### config.mk
export PLATFORM = sky130hd
export DESIGN_NAME = conv_pass_sequencer
export DESIGN_NICKNAME = d
export VERILOG_FILES = /design/src/rtl/eyeriss_pkg.sv /design/src/rtl/conv_pass_sequencer_wrap_cnt.sv /design/src/rtl/conv_pass_sequencer.sv
export SDC_FILE = /design/constraint.sdc
export NUM_CORES = 1
export LEC_CHECK = 0
export BUFFER_PORTS_ARGS = -buffer_cell sky130_fd_sc_hd__buf_2
export CAP_MARGIN = 15
export CORE_UTILIZATION = 25
export DETAILED_ROUTE_END_ITERATION = 6
export PLACE_DENSITY = 0.44
export RECOVER_POWER = 100
export SYNTH_ARGS = -nofsm -noshare
export SYNTH_HDL_FRONTEND = slang
export SYNTH_SLANG_ARGS = --single-unit
### constraint.sdc
create_clock -name clk -period 5.1 [get_ports clk]
set_input_delay 0.765 -clock clk [delete_from_list [all_inputs] [get_ports clk]]
set_output_delay 0.765 -clock clk [all_outputs]
set_load 0.1 [all_outputs]
### src/rtl/eyeriss_pkg.sv
// Shared types for the conv pass sequencer: FSM state encoding, width defaults,
// the latched layer-shape record and the shape legality test.
package eyeriss_pkg;

  localparam int CW_DEF = 16;
  localparam int PW_DEF = 5;
  // Shape fields are sized to the widest supported CW/PW so one struct serves any build.
  localparam int SHP_W  = 32;

  typedef enum logic [2:0] {
    ST_IDLE    = 3'd0,
    ST_CFG     = 3'd1,
    ST_LD_FILT = 3'd2,
    ST_LD_IFM  = 3'd3,
    ST_COMPUTE = 3'd4,
    ST_DRAIN   = 3'd5,
    ST_FIN     = 3'd6,
    ST_ERR     = 3'd7
  } seq_state_e;

  typedef struct packed {
    logic [SHP_W-1:0] p;
    logic [SHP_W-1:0] q;
    logic [SHP_W-1:0] r;
    logic [SHP_W-1:0] t;
    logic [SHP_W-1:0] R;
    logic [SHP_W-1:0] S;
    logic [SHP_W-1:0] H;
    logic [SHP_W-1:0] W;
  } shape_t;

  function automatic logic shape_bad(input shape_t s);
    return (s.p == '0) || (s.q == '0) || (s.r == '0) || (s.t == '0) ||
           (s.R == '0) || (s.S == '0) || (s.H == '0) || (s.W == '0) ||
           (s.R > s.H) || (s.S > s.W);
  endfunction

endpackage

### src/rtl/conv_pass_sequencer_wrap_cnt.sv
// wrap_cnt: index counter running 0..limit-1; wrap pulses on the increment that
// returns it to 0. clr has priority over inc.
module wrap_cnt #(
  parameter int W = 16
) (
  input  logic         clk,
  input  logic         rst_n,
  input  logic         clr,
  input  logic         inc,
  input  logic [W-1:0] limit,
  output logic [W-1:0] count,
  output logic         wrap
);

  logic at_last;

  assign at_last = (count == limit - W'(1));
  assign wrap    = inc && at_last;

  always_ff @(posedge clk or negedge rst_n) begin
    if (!rst_n) begin
      count <= '0;
    end else if (clr) begin
      count <= '0;
    end else if (inc) begin
      count <= at_last ? '0 : count + W'(1);
    end
  end

endmodule

### src/rtl/conv_pass_sequencer.sv
// conv_pass_sequencer: walks one conv-layer pass (groups x rows) issuing filter and
// ifmap loads, PE compute windows and psum drains. SEQ_PERF_CNT_EN adds cyc_cnt/stall_cnt.
module conv_pass_sequencer
  import eyeriss_pkg::*;
#(
  parameter int CW = CW_DEF,
  parameter int PW = PW_DEF
) (
  input  logic          clk,
  input  logic          rst_n,
  input  logic          alarm,
  input  logic [PW-1:0] p,
  input  logic [PW-1:0] q,
  input  logic [PW-1:0] r,
  input  logic [PW-1:0] t,
  input  logic [PW-1:0] R,
  input  logic [PW-1:0] S,
  input  logic [CW-1:0] H,
  input  logic [CW-1:0] W,
  output logic          filt_req,
  input  logic          filt_ack,
  output logic          ifm_req,
  input  logic          ifm_ack,
  output logic          pe_en,
  output logic          psum_valid,
  input  logic          psum_ready,
  output logic [PW-1:0] grp_idx,
  output logic [CW-1:0] row_idx,
  output logic [CW-1:0] col_idx,
  output logic [PW-1:0] tap_idx,
  output logic          busy,
  output logic          done,
  output seq_state_e    state,
  output logic          cfg_err
`ifdef SEQ_PERF_CNT_EN
  ,
  output logic [31:0]   cyc_cnt,
  output logic [31:0]   stall_cnt
`endif
);

  // Handshakes: a req/valid is high for the whole state that owns it and a transfer
  // happens on a rising edge where both it and its ack/ready are high; an ack or
  // ready seen while the request is low has no effect.

  seq_state_e    state_q, state_d;
  shape_t        shp;
  logic [CW-1:0] e_lim, f_lim;
  logic          cfg_err_q;
  logic          accept;

  logic grp_clr, grp_inc, grp_wrap;
  logic row_clr, row_inc, row_wrap;
  logic col_clr, col_inc, col_wrap;
  logic tap_clr, tap_inc, tap_wrap;

  assign accept = (state_q == ST_IDLE) && alarm;

  always_ff @(posedge clk or negedge rst_n) begin
    if (!rst_n) begin
      state_q <= ST_IDLE;
    end else begin
      state_q <= state_d;
    end
  end

  always_ff @(posedge clk or negedge rst_n) begin
    if (!rst_n) begin
      shp <= '0;
    end else if (accept) begin
      shp <= '{p: SHP_W'(p), q: SHP_W'(q), r: SHP_W'(r), t: SHP_W'(t),
               R: SHP_W'(R), S: SHP_W'(S), H: SHP_W'(H), W: SHP_W'(W)};
    end
  end

  // Output extents are derived once while in CFG and then stay constant for the pass.
  always_ff @(posedge clk or negedge rst_n) begin
    if (!rst_n) begin
      e_lim <= '0;
      f_lim <= '0;
    end else if (state_q == ST_CFG) begin
      e_lim <= CW'(shp.H - shp.R + SHP_W'(1));
      f_lim <= CW'(shp.W - shp.S + SHP_W'(1));
    end
  end

  // cfg_err rises entering ERR and stays until the next accepted alarm.
  always_ff @(posedge clk or negedge rst_n) begin
    if (!rst_n) begin
      cfg_err_q <= 1'b0;
    end else if (accept) begin
      cfg_err_q <= 1'b0;
    end else if ((state_q == ST_CFG) && shape_bad(shp)) begin
      cfg_err_q <= 1'b1;
    end
  end

  // Counter controls are kept outside the FSM process so the wrap pulses can feed it.
  assign tap_clr = (state_q == ST_LD_IFM) && ifm_ack;
  assign tap_inc = (state_q == ST_COMPUTE);
  assign col_clr = tap_clr;
  assign col_inc = (state_q == ST_COMPUTE) ? tap_wrap
                                           : ((state_q == ST_DRAIN) && psum_ready);
  assign row_clr = (state_q == ST_CFG);
  assign row_inc = (state_q == ST_DRAIN) && col_wrap;
  assign grp_clr = (state_q == ST_CFG);
  assign grp_inc = row_wrap;

  wrap_cnt #(.W(PW)) u_grp_cnt (
    .clk   (clk),
    .rst_n (rst_n),
    .clr   (grp_clr),
    .inc   (grp_inc),
    .limit (shp.t[PW-1:0]),
    .count (grp_idx),
    .wrap  (grp_wrap)
  );

  wrap_cnt #(.W(CW)) u_row_cnt (
    .clk   (clk),
    .rst_n (rst_n),
    .clr   (row_clr),
    .inc   (row_inc),
    .limit (e_lim),
    .count (row_idx),
    .wrap  (row_wrap)
  );

  wrap_cnt #(.W(CW)) u_col_cnt (
    .clk   (clk),
    .rst_n (rst_n),
    .clr   (col_clr),
    .inc   (col_inc),
    .limit (f_lim),
    .count (col_idx),
    .wrap  (col_wrap)
  );

  wrap_cnt #(.W(PW)) u_tap_cnt (
    .clk   (clk),
    .rst_n (rst_n),
    .clr   (tap_clr),
    .inc   (tap_inc),
    .limit (shp.S[PW-1:0]),
    .count (tap_idx),
    .wrap  (tap_wrap)
  );

  always_comb begin
    state_d = state_q;
    unique case (state_q)
      ST_IDLE:    if (alarm) state_d = ST_CFG;
      ST_CFG:     state_d = shape_bad(shp) ? ST_ERR : ST_LD_FILT;
      ST_LD_FILT: if (filt_ack) state_d = ST_LD_IFM;
      ST_LD_IFM:  if (ifm_ack) state_d = ST_COMPUTE;
      ST_COMPUTE: if (col_wrap) state_d = ST_DRAIN;
      ST_DRAIN: begin
        if (col_wrap) begin
          if (!row_wrap) begin
            state_d = ST_LD_IFM;
          end else begin
            state_d = grp_wrap ? ST_FIN : ST_LD_FILT;
          end
        end
      end
      ST_FIN:     state_d = ST_IDLE;
      ST_ERR:     state_d = ST_IDLE;
      default:    state_d = ST_IDLE;
    endcase
  end

  assign filt_req   = (state_q == ST_LD_FILT);
  assign ifm_req    = (state_q == ST_LD_IFM);
  assign pe_en      = (state_q == ST_COMPUTE);
  assign psum_valid = (state_q == ST_DRAIN);
  assign busy       = (state_q != ST_IDLE);
  assign done       = (state_q == ST_FIN);
  assign state      = state_q;
  assign cfg_err    = cfg_err_q;

`ifdef SEQ_PERF_CNT_EN
  logic stall;

  assign stall = (filt_req && !filt_ack) || (ifm_req && !ifm_ack) ||
                 (psum_valid && !psum_ready);

  always_ff @(posedge clk or negedge rst_n) begin
    if (!rst_n) begin
      cyc_cnt   <= '0;
      stall_cnt <= '0;
    end else if (accept) begin
      cyc_cnt   <= '0;
      stall_cnt <= '0;
    end else begin
      if (busy && (cyc_cnt != '1)) cyc_cnt <= cyc_cnt + 32'd1;
      if (stall && (stall_cnt != '1)) stall_cnt <= stall_cnt + 32'd1;
    end
  end
`endif

endmodule

==> results.sh <==
export IMPL_synth_edf_count=0
export IMPL_worst_slew_pin_slew_ns=2.310
export IMPL_postCtsSetupRepairBufs=0
export IMPL_synthCells=1036
export IMPL_synth_seq_cells=140
export IMPL_remaining_drc_errors=0
export IMPL_slew_headroom_pct=-53.97
export IMPL_setup_tns_ns=0
export IMPL_cts_tree="built"
export IMPL_grt_usage_pct=14.03
export IMPL_startpoint_type="register"
export IMPL_rsz0062_at_grt="false"
export IMPL_postCtsResizedCells=0
export IMPL_ir_worst_vdd_mv=0.3531
export IMPL_finalHoldViolations=0
export IMPL_synth_distinct_cells=78
export IMPL_hpwl_microns=19500
export IMPL_grt_use_met1_pct=20.91
export IMPL_fin_nets=1280
export IMPL_yosys_warnings=0
export IMPL_fill_cells=3879
export IMPL_dpl_instance_area_sq_um=10270
export IMPL_synth_most_common_cell="dfrtp_1"
export IMPL_synth_common_cells="dfrtp_1 (140), nand2_1 (112), o21ai_0 (112)"
export IMPL_ctsHoldBuffers=0
export IMPL_maxCapViolations=5
export IMPL_ant_nets=0
export IMPL_run_status="complete, but fails checks"
export IMPL_fin_ws_ns=0.9719
export IMPL_insertion_delay_ns=0.43
export IMPL_hp_class="register to register"
export IMPL_core_sq_um=35910
export IMPL_drt_iter0_markers=438
export IMPL_holdWs_ns=0.4982
export IMPL_powerDensity_nw_per_um2=720.9
export IMPL_drt_wl_total_microns=25760
export IMPL_vias=7517
export IMPL_overflow=0
export IMPL_dieWidth_microns=193.8
export IMPL_fin_skew_ns=0.01005
export IMPL_die_area_sq_um=37570
export IMPL_stdcell_area_sq_um=10790
export IMPL_post_place_ws_ns=1.035
export IMPL_die_y_microns=193.8
export IMPL_fin_crit_ns=4.128
export IMPL_wl_per_cell_microns=15.92
export IMPL_arrival_ns=4.47
export IMPL_clock_path_buffers=2
export IMPL_antenna_found_initial=5
export IMPL_synth_area_leaders="dfrtp_1 (38%), ha_1 (9.1%), o21ai_0 (6.1%)"
export IMPL_period_share_pct=80.94
export IMPL_cp_max_fo=57
export IMPL_ys_flop_type="dfrtp_1"
export IMPL_tritoncts_num_buffers=17
export IMPL_synth_area_leader_cell="dfrtp_1"
export IMPL_grt_pass1_wl_microns=41700
export IMPL_ys_async_sr_fraction_pct=100.0
export IMPL_busiest_layer="met1"
export IMPL_synth_yosys_seq_area_share_pct=38.08
export IMPL_htreeDepth=4
export IMPL_critPathKind="register to register"
export IMPL_required_ns=5.45
export IMPL_grt_pass1_vias=7382
export IMPL_gp_congestion=0.8182
export IMPL_syn_area_sq_um=9199
export IMPL_path_clk_slew_ns=0.06
export IMPL_endpoint_kind="register"
export IMPL_total_leakage_power_nw=4.730
export IMPL_cts_root_buf="clkbuf_16"
export IMPL_cts_sinks=140
export IMPL_initial_utilization_pct=25.61
export IMPL_synth_top_area_share_pct=38.08
export IMPL_grt_max_degree=105
export IMPL_drive_above_1_share_pct=11.95
export IMPL_rows=69
export IMPL_firstDrtPassIters=4
export IMPL_setup_violations=0
export IMPL_synth_nets=1173
export IMPL_fmax_mhz=242.2
export IMPL_report_power_total_mw=7.781
export IMPL_routed_via_density=4.646
export IMPL_portBuffers=119
export IMPL_violations="max-capacitance violations, max-slew violations"
export IMPL_multi_input_area_sq_um=5195
export IMPL_synth_avg_cell_area_sq_um=8.879
export IMPL_use_met2_pct=19.71
export IMPL_areaGrowthSynthToFinish_pct=17.34
export IMPL_register_area_sq_um=3503
export IMPL_grt_met3_usage_pct=3.775
export IMPL_drv_slew=308
export IMPL_io_pins=120
-- worst max-delay path, cell delays in order (launching register included) --
cell and delay (ns):
dfrtp_1 0.68, nor2b_1 0.17, nand2_1 0.10, clkbuf_1 1.62
o21ai_0 0.44, clkbuf_1 0.51, nand2_1 0.31, o21ai_0 0.12
o21ai_0 0.08
-- layout make-up --
cell class                 count  share of cell area (%)
timing repair buffer         126                   5.239
clock buffer                  21                   4.358
tap                          461                   5.344
multi-input combinational    774                   48.13
sequential                   140                   32.46
inverter                      84                   2.921
antenna                        2                 0.04637
clock inverter                10                   1.507
-- placed cells by master, fill, tap and decap left out, types with 14 or more instances in the layout --
master,Yosys,layout
mux2_2,24,24
xnor2_1,49,49
dfrtp_1,140,140
a21oi_1,29,29
nand2_1,112,112
o21ai_0,112,116
nand2b_1,14,14
and3_1,17,17
xor2_1,43,43
ha_1,67,67
inv_1,84,84
clkbuf_1,29,57
clkbuf_16,0,17
nor3_1,25,25
nor2_1,72,71
buf_2,1,66
nand3_1,34,34
-- through the flow --
| stage | utilization [%] | std cells |
|---|---|---|
| global route | 30.04 | 1616 |
| floorplan | - | 1036 |
| global placement | 28.60 | 1585 |
| finish | 30.06 | 1618 |
| CTS | 30.36 | 1616 |
| detailed placement | 28.60 | 1585 |
-- worst paths after layout --
| path | slack [ns] | to | depth (start not counted) | startpoint |
|---|---|---|---|---|
| min reg2reg | 0.50 | shp[228] | 1 | shp[228] |
| min | 0.50 | shp[228] | 1 | shp[228] |
| max reg2reg | 0.97 | u_grp_cnt.count[2] | 8 | state[2] |
| max in group asynchronous | 1.59 | shp[13] | 2 | rst_n |
| min in group asynchronous | 1.03 | shp[163] | 1 | rst_n |
| max | 0.97 | u_grp_cnt.count[2] | 8 | state[2] |
-- state kept, by name (all words and copies together), names as in the netlist --
signal,cells
u_col_cnt.count,16
f_lim,16
u_tap_cnt.count,5
cfg_err,1
u_grp_cnt.count,5
state,3
e_lim,16
u_row_cnt.count,16
shp,62
-- power by group --
group / switching, mW / total (mW) / internal (mW)
combinational: 2.71 / 4.39 / 1.68
sequential: 0.481 / 2.03 / 1.55
clock: 0.506 / 1.36 / 0.856
-- kinds of logic after synthesis --
kind of cell | synth area share [%]
muxes | 3.264
AOI/OAI and AO/OA | 15.10
xor gates and xnor gates | 8.936
adders and majority gates | 9.548
buffers and inverters | 5.236
DFF | 38.08
and+or+nand+nor | 19.83
-- routing by layer --
| layer | up-vias | part of all wire (%) |
|---|---|---|
| li1 | 3816 | - |
| met5 | - | 0.12 |
| met1 | 3549 | 53 |
| met4 | 6 | 1.0 |
| met3 | 17 | 4.9 |
| met2 | 129 | 41 |
(Power assumes the default switching activity.)
